`src/rtl/gun_fire_ctrl.sv`:
```
// Gun shot scheduler: allocates shots into slots on fire presses under a
// frame-based cooldown, moves live shots leftward each frame, retires shots
// that leave the screen or are hit, and renders them as a 2-cycle pixel layer.
module gun_fire_ctrl #(
  parameter int          N_BULLETS    = 4,
  parameter int          MUZZLE_X     = 732,
  parameter int          MUZZLE_DY    = 8,
  parameter int          BULLET_W     = 6,
  parameter int          BULLET_H     = 4,
  parameter int          SPEED        = 4,
  parameter int          COOLDOWN     = 8,
  parameter logic [23:0] BULLET_COLOR = 24'h1F3F00
) (
  input  logic                 clk,
  input  logic                 rst,
  input  logic [11:0]          lcd_xpos,
  input  logic [11:0]          lcd_ypos,
  input  logic                 enable,
  input  logic                 freeze,
  input  logic                 fire,
  input  logic [11:0]          gun_pos_y,
  input  logic [N_BULLETS-1:0] hit_clear,
  output logic [23:0]          bullet_pixel,
  output logic                 pixel_valid,
  output logic [N_BULLETS-1:0] active_mask,
  output logic                 fire_ack
);

  localparam int                 CD_W       = (COOLDOWN < 1) ? 1 : $clog2(COOLDOWN + 1);
  localparam logic [CD_W-1:0]    CD_LOAD    = CD_W'(COOLDOWN);
  localparam logic [CD_W-1:0]    CD_ONE     = CD_W'(1);
  localparam logic [11:0]        MUZZLE_X_L = 12'(MUZZLE_X);
  localparam logic [11:0]        MUZZLE_DY_L = 12'(MUZZLE_DY);
  localparam logic [11:0]        SPEED_L    = 12'(SPEED);
  localparam logic signed [12:0] BW_S       = 13'(BULLET_W);
  localparam logic signed [12:0] BH_S       = 13'(BULLET_H);

  // Slot state
  logic [N_BULLETS-1:0] active_q, active_d;
  logic [11:0]          x_q [N_BULLETS];
  logic [11:0]          x_d [N_BULLETS];
  logic [11:0]          y_q [N_BULLETS];
  logic [11:0]          y_d [N_BULLETS];
  logic [CD_W-1:0]      cd_q, cd_d;
  logic                 fire_q;
  logic                 fire_ack_q;

  // Control decode
  logic                 frame_tick;
  logic                 press;
  logic                 any_free;
  logic                 spawn;
  logic [N_BULLETS-1:0] spawn_sel;
  logic [11:0]          spawn_y;

  // Render pipeline
  logic signed [12:0]   dx [N_BULLETS];
  logic signed [12:0]   dy [N_BULLETS];
  logic [N_BULLETS-1:0] hit_d, hit_q;
  logic                 pv_q;
  logic [23:0]          pix_q;

  assign frame_tick  = (lcd_xpos == 12'd0) && (lcd_ypos == 12'd0);
  assign press       = fire & ~fire_q;
  assign spawn_y     = gun_pos_y + MUZZLE_DY_L;
  assign active_mask = active_q;
  assign fire_ack    = fire_ack_q;
  assign pixel_valid = pv_q;
  assign bullet_pixel = pix_q;

  // Pick the lowest free slot (registered state only) and decide whether a press spawns.
  always_comb begin
    any_free  = 1'b0;
    spawn_sel = '0;
    for (int i = 0; i < N_BULLETS; i++) begin
      if (!active_q[i] && !any_free) begin
        spawn_sel[i] = 1'b1;
        any_free     = 1'b1;
      end
    end
    spawn = enable && !freeze && press && (cd_q == '0) && any_free;
    if (!spawn) begin
      spawn_sel = '0;
    end
  end

  // Per-slot next state: disable clears, hit beats everything else, freeze holds, then spawn or move.
  always_comb begin
    active_d = active_q;
    x_d      = x_q;
    y_d      = y_q;
    for (int i = 0; i < N_BULLETS; i++) begin
      if (!enable) begin
        active_d[i] = 1'b0;
        x_d[i]      = '0;
        y_d[i]      = '0;
      end else if (hit_clear[i] && active_q[i]) begin
        active_d[i] = 1'b0;
      end else if (freeze) begin
        active_d[i] = active_q[i];
      end else if (spawn_sel[i]) begin
        active_d[i] = 1'b1;
        x_d[i]      = MUZZLE_X_L;
        y_d[i]      = spawn_y;
      end else if (frame_tick && active_q[i]) begin
        if (x_q[i] < SPEED_L) begin
          active_d[i] = 1'b0;
        end else begin
          x_d[i] = x_q[i] - SPEED_L;
        end
      end
    end
  end

  // Cooldown reloads on a spawn and otherwise counts frames down to zero.
  always_comb begin
    cd_d = cd_q;
    if (!enable) begin
      cd_d = '0;
    end else if (freeze) begin
      cd_d = cd_q;
    end else if (spawn) begin
      cd_d = CD_LOAD;
    end else if (frame_tick && (cd_q != '0)) begin
      cd_d = cd_q - CD_ONE;
    end
  end

  // Slot, cooldown, edge-detect and acknowledge registers.
  always_ff @(posedge clk) begin
    if (rst) begin
      active_q   <= '0;
      cd_q       <= '0;
      fire_q     <= 1'b0;
      fire_ack_q <= 1'b0;
      for (int i = 0; i < N_BULLETS; i++) begin
        x_q[i] <= '0;
        y_q[i] <= '0;
      end
    end else begin
      active_q   <= active_d;
      cd_q       <= cd_d;
      fire_q     <= fire;
      fire_ack_q <= spawn;
      for (int i = 0; i < N_BULLETS; i++) begin
        x_q[i] <= x_d[i];
        y_q[i] <= y_d[i];
      end
    end
  end

  // Stage 1 decode: does the scan position fall inside each live shot's box.
  always_comb begin
    hit_d = '0;
    for (int i = 0; i < N_BULLETS; i++) begin
      dx[i] = $signed({1'b0, lcd_xpos}) - $signed({1'b0, x_q[i]});
      dy[i] = $signed({1'b0, lcd_ypos}) - $signed({1'b0, y_q[i]});
      hit_d[i] = active_q[i] && enable &&
                 (dx[i] >= 13'sd0) && (dx[i] < BW_S) &&
                 (dy[i] >= 13'sd0) && (dy[i] < BH_S);
    end
  end

  // Two register stages from scan position to pixel output; overlaps share one colour.
  always_ff @(posedge clk) begin
    if (rst) begin
      hit_q <= '0;
      pv_q  <= 1'b0;
      pix_q <= '0;
    end else begin
      hit_q <= hit_d;
      pv_q  <= |hit_q;
      pix_q <= (|hit_q) ? BULLET_COLOR : 24'h000000;
    end
  end

endmodule
```
`config.mk`:
```
export PLATFORM = sky130hd
export DESIGN_NAME = gun_fire_ctrl
export DESIGN_NICKNAME = d
export VERILOG_FILES = /design/src/rtl/gun_fire_ctrl.sv
export SDC_FILE = /design/constraint.sdc
export NUM_CORES = 1
export LEC_CHECK = 0
export ABC_CLOCK_PERIOD_IN_PS = 6050
export CAP_MARGIN = 20
export CORE_ASPECT_RATIO = 0.7
export CORE_MARGIN = 2
export CORE_UTILIZATION = 29
export CTS_CLUSTER_SIZE = 28
export DETAILED_ROUTE_END_ITERATION = 8
export GPL_TIMING_DRIVEN = 0
export PLACE_DENSITY_LB_ADDON = 0.1
export SLEW_MARGIN = 10
export SYNTH_ARGS = -nofsm -noshare
export SYNTH_HDL_FRONTEND = slang
export SYNTH_SLANG_ARGS = --single-unit
```
`constraint.sdc`:
```
create_clock -name clk -period 6.05 [get_ports clk]
set_clock_uncertainty 0.15 [all_clocks]
set_input_delay 0.605 -clock clk [delete_from_list [all_inputs] [get_ports clk]]
set_output_delay 0.605 -clock clk [all_outputs]
set_load 0.05 [all_outputs]
```
==> flow_metrics.py <==
metrics = {
    "clocking": {
        "htree_levels": 3,
        "hold_buffers": 0,
        "clock_latency_ns": 0.37,
        "postCtsSetupRepairBufs": 0,
        "clkSlewWorstSetupHoldPaths_ns": 0.09,
        "tritoncts": "done",
        "cts.sinks": 103,
        "numCtsBuffers": 9,
        "clock-root-buffer": "clkbuf_16",
        "cts-resized-gates": 0,
        "cts_buffer_depth": 2,
    },
    "timing": {
        "hold_viol_final": 0,
        "grt_setup_unrepaired": "false",
        "slew-limit-headroom_pct": 44.38,
        "setup_viol": 0,
        "period_needed_ns": 4.450,
        "fin_ws_ns": 1.600,
        "final.setup.tns_ns": 0,
        "drv_slew": 0,
        "worst_pin_slew_ns": 0.8279,
        "fin_crit_sh_pct": 73.56,
        "max_freq_mhz": 224.7,
    },
    "setup_path": {
        "critPathLaunchType": "primary input",
        "worstSetupEndpointType": "register",
        "path_depth": 9,
        "r2r_slack_ns": 2.37,
        "required_ns": 6.16,
        "crit_chain": "clkdlybuf4s50_1 -> nor4_1 -> nand4_1 -> nor3_1 -> a41oi_1 -> or4_1 -> or3_1 -> xnor2_1 -> nor2_1",
        "crit_arrival_ns": 4.56,
        "path_max_fanout": 7,
        "cp_num_buf_inv": 1,
        "critPathCapture": "x_q[11]$_SDFFE_PP0P_",
        "r2r_end": "hit_q[0]$_SDFF_PP0_",
        "r2r-start": "x_q[46]$_SDFFE_PP0P_",
        "cp_slowest_cell": "nor3_1",
        "setup.worst_path.start": "lcd_xpos[2]",
        "ff2ff_path_depth": 10,
        "critPathKind": "primary input to register",
        "crit_family": "simple AND/OR/NAND/NOR gates",
        "slowest_delay_ns": 0.72,
    },
    "place": {
        "gp_congestion": 0.8650,
        "port_buffers": 61,
        "hpwl_um": 22720,
        "pre_cts_ws_ns": 1.140,
    },
    "grt": {
        "grt_usage_pct": 19.38,
        "grt_pass1_vias": 7215,
        "grt_pass1_wl_um": 42550,
        "grt_overflow": 0,
        "grt_max_degree": 20,
        "antenna_found_initial": 0,
    },
    "cells_and_area": {
        "n_fill_cell": 2947,
        "regArea_sq_um": 2062,
        "syn_to_final_growth_pct": 17.90,
        "drive_above_1_share_pct": 4.750,
        "diodes": 0,
        "fin_nets": 1295,
        "multi_input_area_sq_um": 5441,
    },
    "synthesis": {
        "ys_seq_elements": 103,
        "syn_inst": 1067,
        "avgSynthCellArea_sq_um": 7.656,
        "async_flop_share_pct": 0,
        "syn_area_sq_um": 8169,
        "yosysSeqAreaShare_pct": 25.24,
        "synth_area_leaders": "dfxtp_1 (25%), ha_1 (15%), a21oi_1 (5.5%)",
        "yosysWarningCount": 0,
        "yosysMostFrequentCell": "inv_1",
        "synth_ff_type": "dfxtp_1",
        "yosysUniqueCellTypes": 66,
        "synth-edff-count": 0,
        "synth_top_area_share_pct": 25.24,
        "synth_common_cells": "inv_1 (111), dfxtp_1 (103), nor2_1 (99), ha_1 (97), a21oi_1 (90)",
        "yosysTopAreaCell": "dfxtp_1",
    },
    "power_and_ir_drop": {
        "power.switching_mw": 0.5448,
        "leakagePower_nw": 3.386,
        "powerDensity_nw_per_um2": 181.2,
        "combPwrFrac_pct": 21.6,
        "p_clk_share_pct": 39.2,
        "power_frac_seq_pct": 39.1,
        "p_sw_share_pct": 31.21,
        "ir_worst_vdd_uv": 133.1,
        "intPower_mw": 1.201,
    },
    "detailed_routing": {
        "drc": 0,
        "vias": 7671,
        "wl_per_cell_um": 18.39,
        "drt-total-wl_um": 28120,
        "drtPass1Iterations": 7,
        "first_iter_violations": 368,
        "postRouteAntennaNets": 0,
        "vias_per_cell": 5.017,
    },
    "die": {
        "fp.dieArea_sq_um": 29550,
        "io_pins": 75,
        "fp-row-count": 51,
        "die_w_um": 204.6,
        "coreArea_sq_um": 27760,
        "die_y_um": 144.4,
        "initial_core_util_pct": 29.43,
    },
    "job": {
        "cap_violations": 0,
    },
    "run_status": {
        "status": "complete, no violations",
    },
    "worst_hold_path": {
        "holdCritPathClass": "register to register",
    },
}
==> how the worst min path moves through the flow <==
stage | start | end | cells after the start
after floorplan | hit_q[2]$_SDFF_PP0_ | bullet_pixel[19]$_SDFF_PP0_ | 2
after global placement | y_q[26]$_SDFFE_PP0P_ | y_q[26]$_SDFFE_PP0P_ | 2
after detailed placement | y_q[37]$_SDFFE_PP0P_ | y_q[37]$_SDFFE_PP0P_ | 2
after CTS | y_q[26]$_SDFFE_PP0P_ | y_q[26]$_SDFFE_PP0P_ | 2
after global routing | y_q[38]$_SDFFE_PP0P_ | y_q[38]$_SDFFE_PP0P_ | 2
final | y_q[38]$_SDFFE_PP0P_ | y_q[38]$_SDFFE_PP0P_ | 2
==> logic make-up (layout without fill, tap and decap cells) <==
kind of cell | Yosys count | in the layout | share of synthesized area [%]
AO/OA/AOI/OAI | 280 | 280 | 22.24
XOR/XNOR | 63 | 63 | 6.754
adder cells (fa/ha/maj) | 97 | 97 | 14.86
buffers and inverters | 164 | 242 | 8.745
flip-flops | 103 | 103 | 25.24
multiplexers | 6 | 6 | 0.7811
other | 2 | 15 | 0.09193
AND/OR/NAND/NOR | 352 | 352 | 21.29
==> cell type report <==
cell class	count	area share [%]
Buffer	53	3.092
Timing Repair Buffer	62	6.391
Inverter	111	4.326
Sequential cell	103	21.41
Tap cell	371	4.819
Multi-Input combinational cell	813	56.50
Clock buffer	9	2.338
Clock inverter	7	1.130
==> through the flow <==
stage | utilization, % | power (mW) | hold WS (ns) | area (sq um) | cells
after floorplan | - | 0.9389 | 0.2664 | 8218 | 1080
after global placement | 33.48 | 1.074 | 0.2955 | 9293 | 1512
after detailed placement | 33.50 | 1.071 | 0.3017 | 9298 | 1513
after CTS | 34.70 | 1.761 | 0.3135 | 9632 | 1529
after global routing | 34.70 | 1.824 | 0.3343 | 9632 | 1529
final | 34.70 | 1.746 | 0.3096 | 9632 | 1529
==> layout by cell type, fill, tap and decap left out, drive strengths merged, types with 8 or more instances in the layout <==
cell / n
o21ai: 43
xnor2: 46
nand4: 11
or3: 16
nor2: 99
a21o: 10
nand2: 74
o211ai: 8
inv: 116
clkdlybuf4s50: 61
a211oi: 42
nor4: 22
nand2b: 13
nand3: 28
xor2: 17
nor3: 38
a21oi: 91
dfxtp: 103
clkbuf: 35
conb: 15
nor2b: 17
a31oi: 10
o21a: 21
ha: 97
buf: 28
or4: 11
==> registers in the layout, indices dropped and copies added, names as in the netlist <==
register / flops
hit_q: 4
active_mask: 4
fire_q: 1
bullet_pixel: 1
x_q: 40
cd_q: 4
fire_ack: 1
y_q: 48
==> per-layer routing <==
layer,vias to the layer above,global-route usage (%),part of all wire (%)
met3,24,3.019,5.0
met5,-,0,0
li1,3943,-,-
met2,148,28.49,40
met1,3556,29.24,53
met4,0,4.310,1.4
==> worst min-delay path, cell delays in order (launching register included) <==
cell and delay [ns]:
dfxtp_1 0.32, nand2_1 0.05, a21oi_1 0.05
==> power by group through the flow <==
stage / Clock [mW] / Sequential (mW) / Combinational (mW)
finish: 0.685 / 0.683 / 0.378
global route: 0.726 / 0.684 / 0.414
CTS: 0.703 / 0.683 / 0.374
detailed placement: 0 / 0.699 / 0.372
global placement: 0 / 0.699 / 0.375
floorplan: 0 / 0.699 / 0.240
Note: power is estimated with default switching activity, not from simulation.
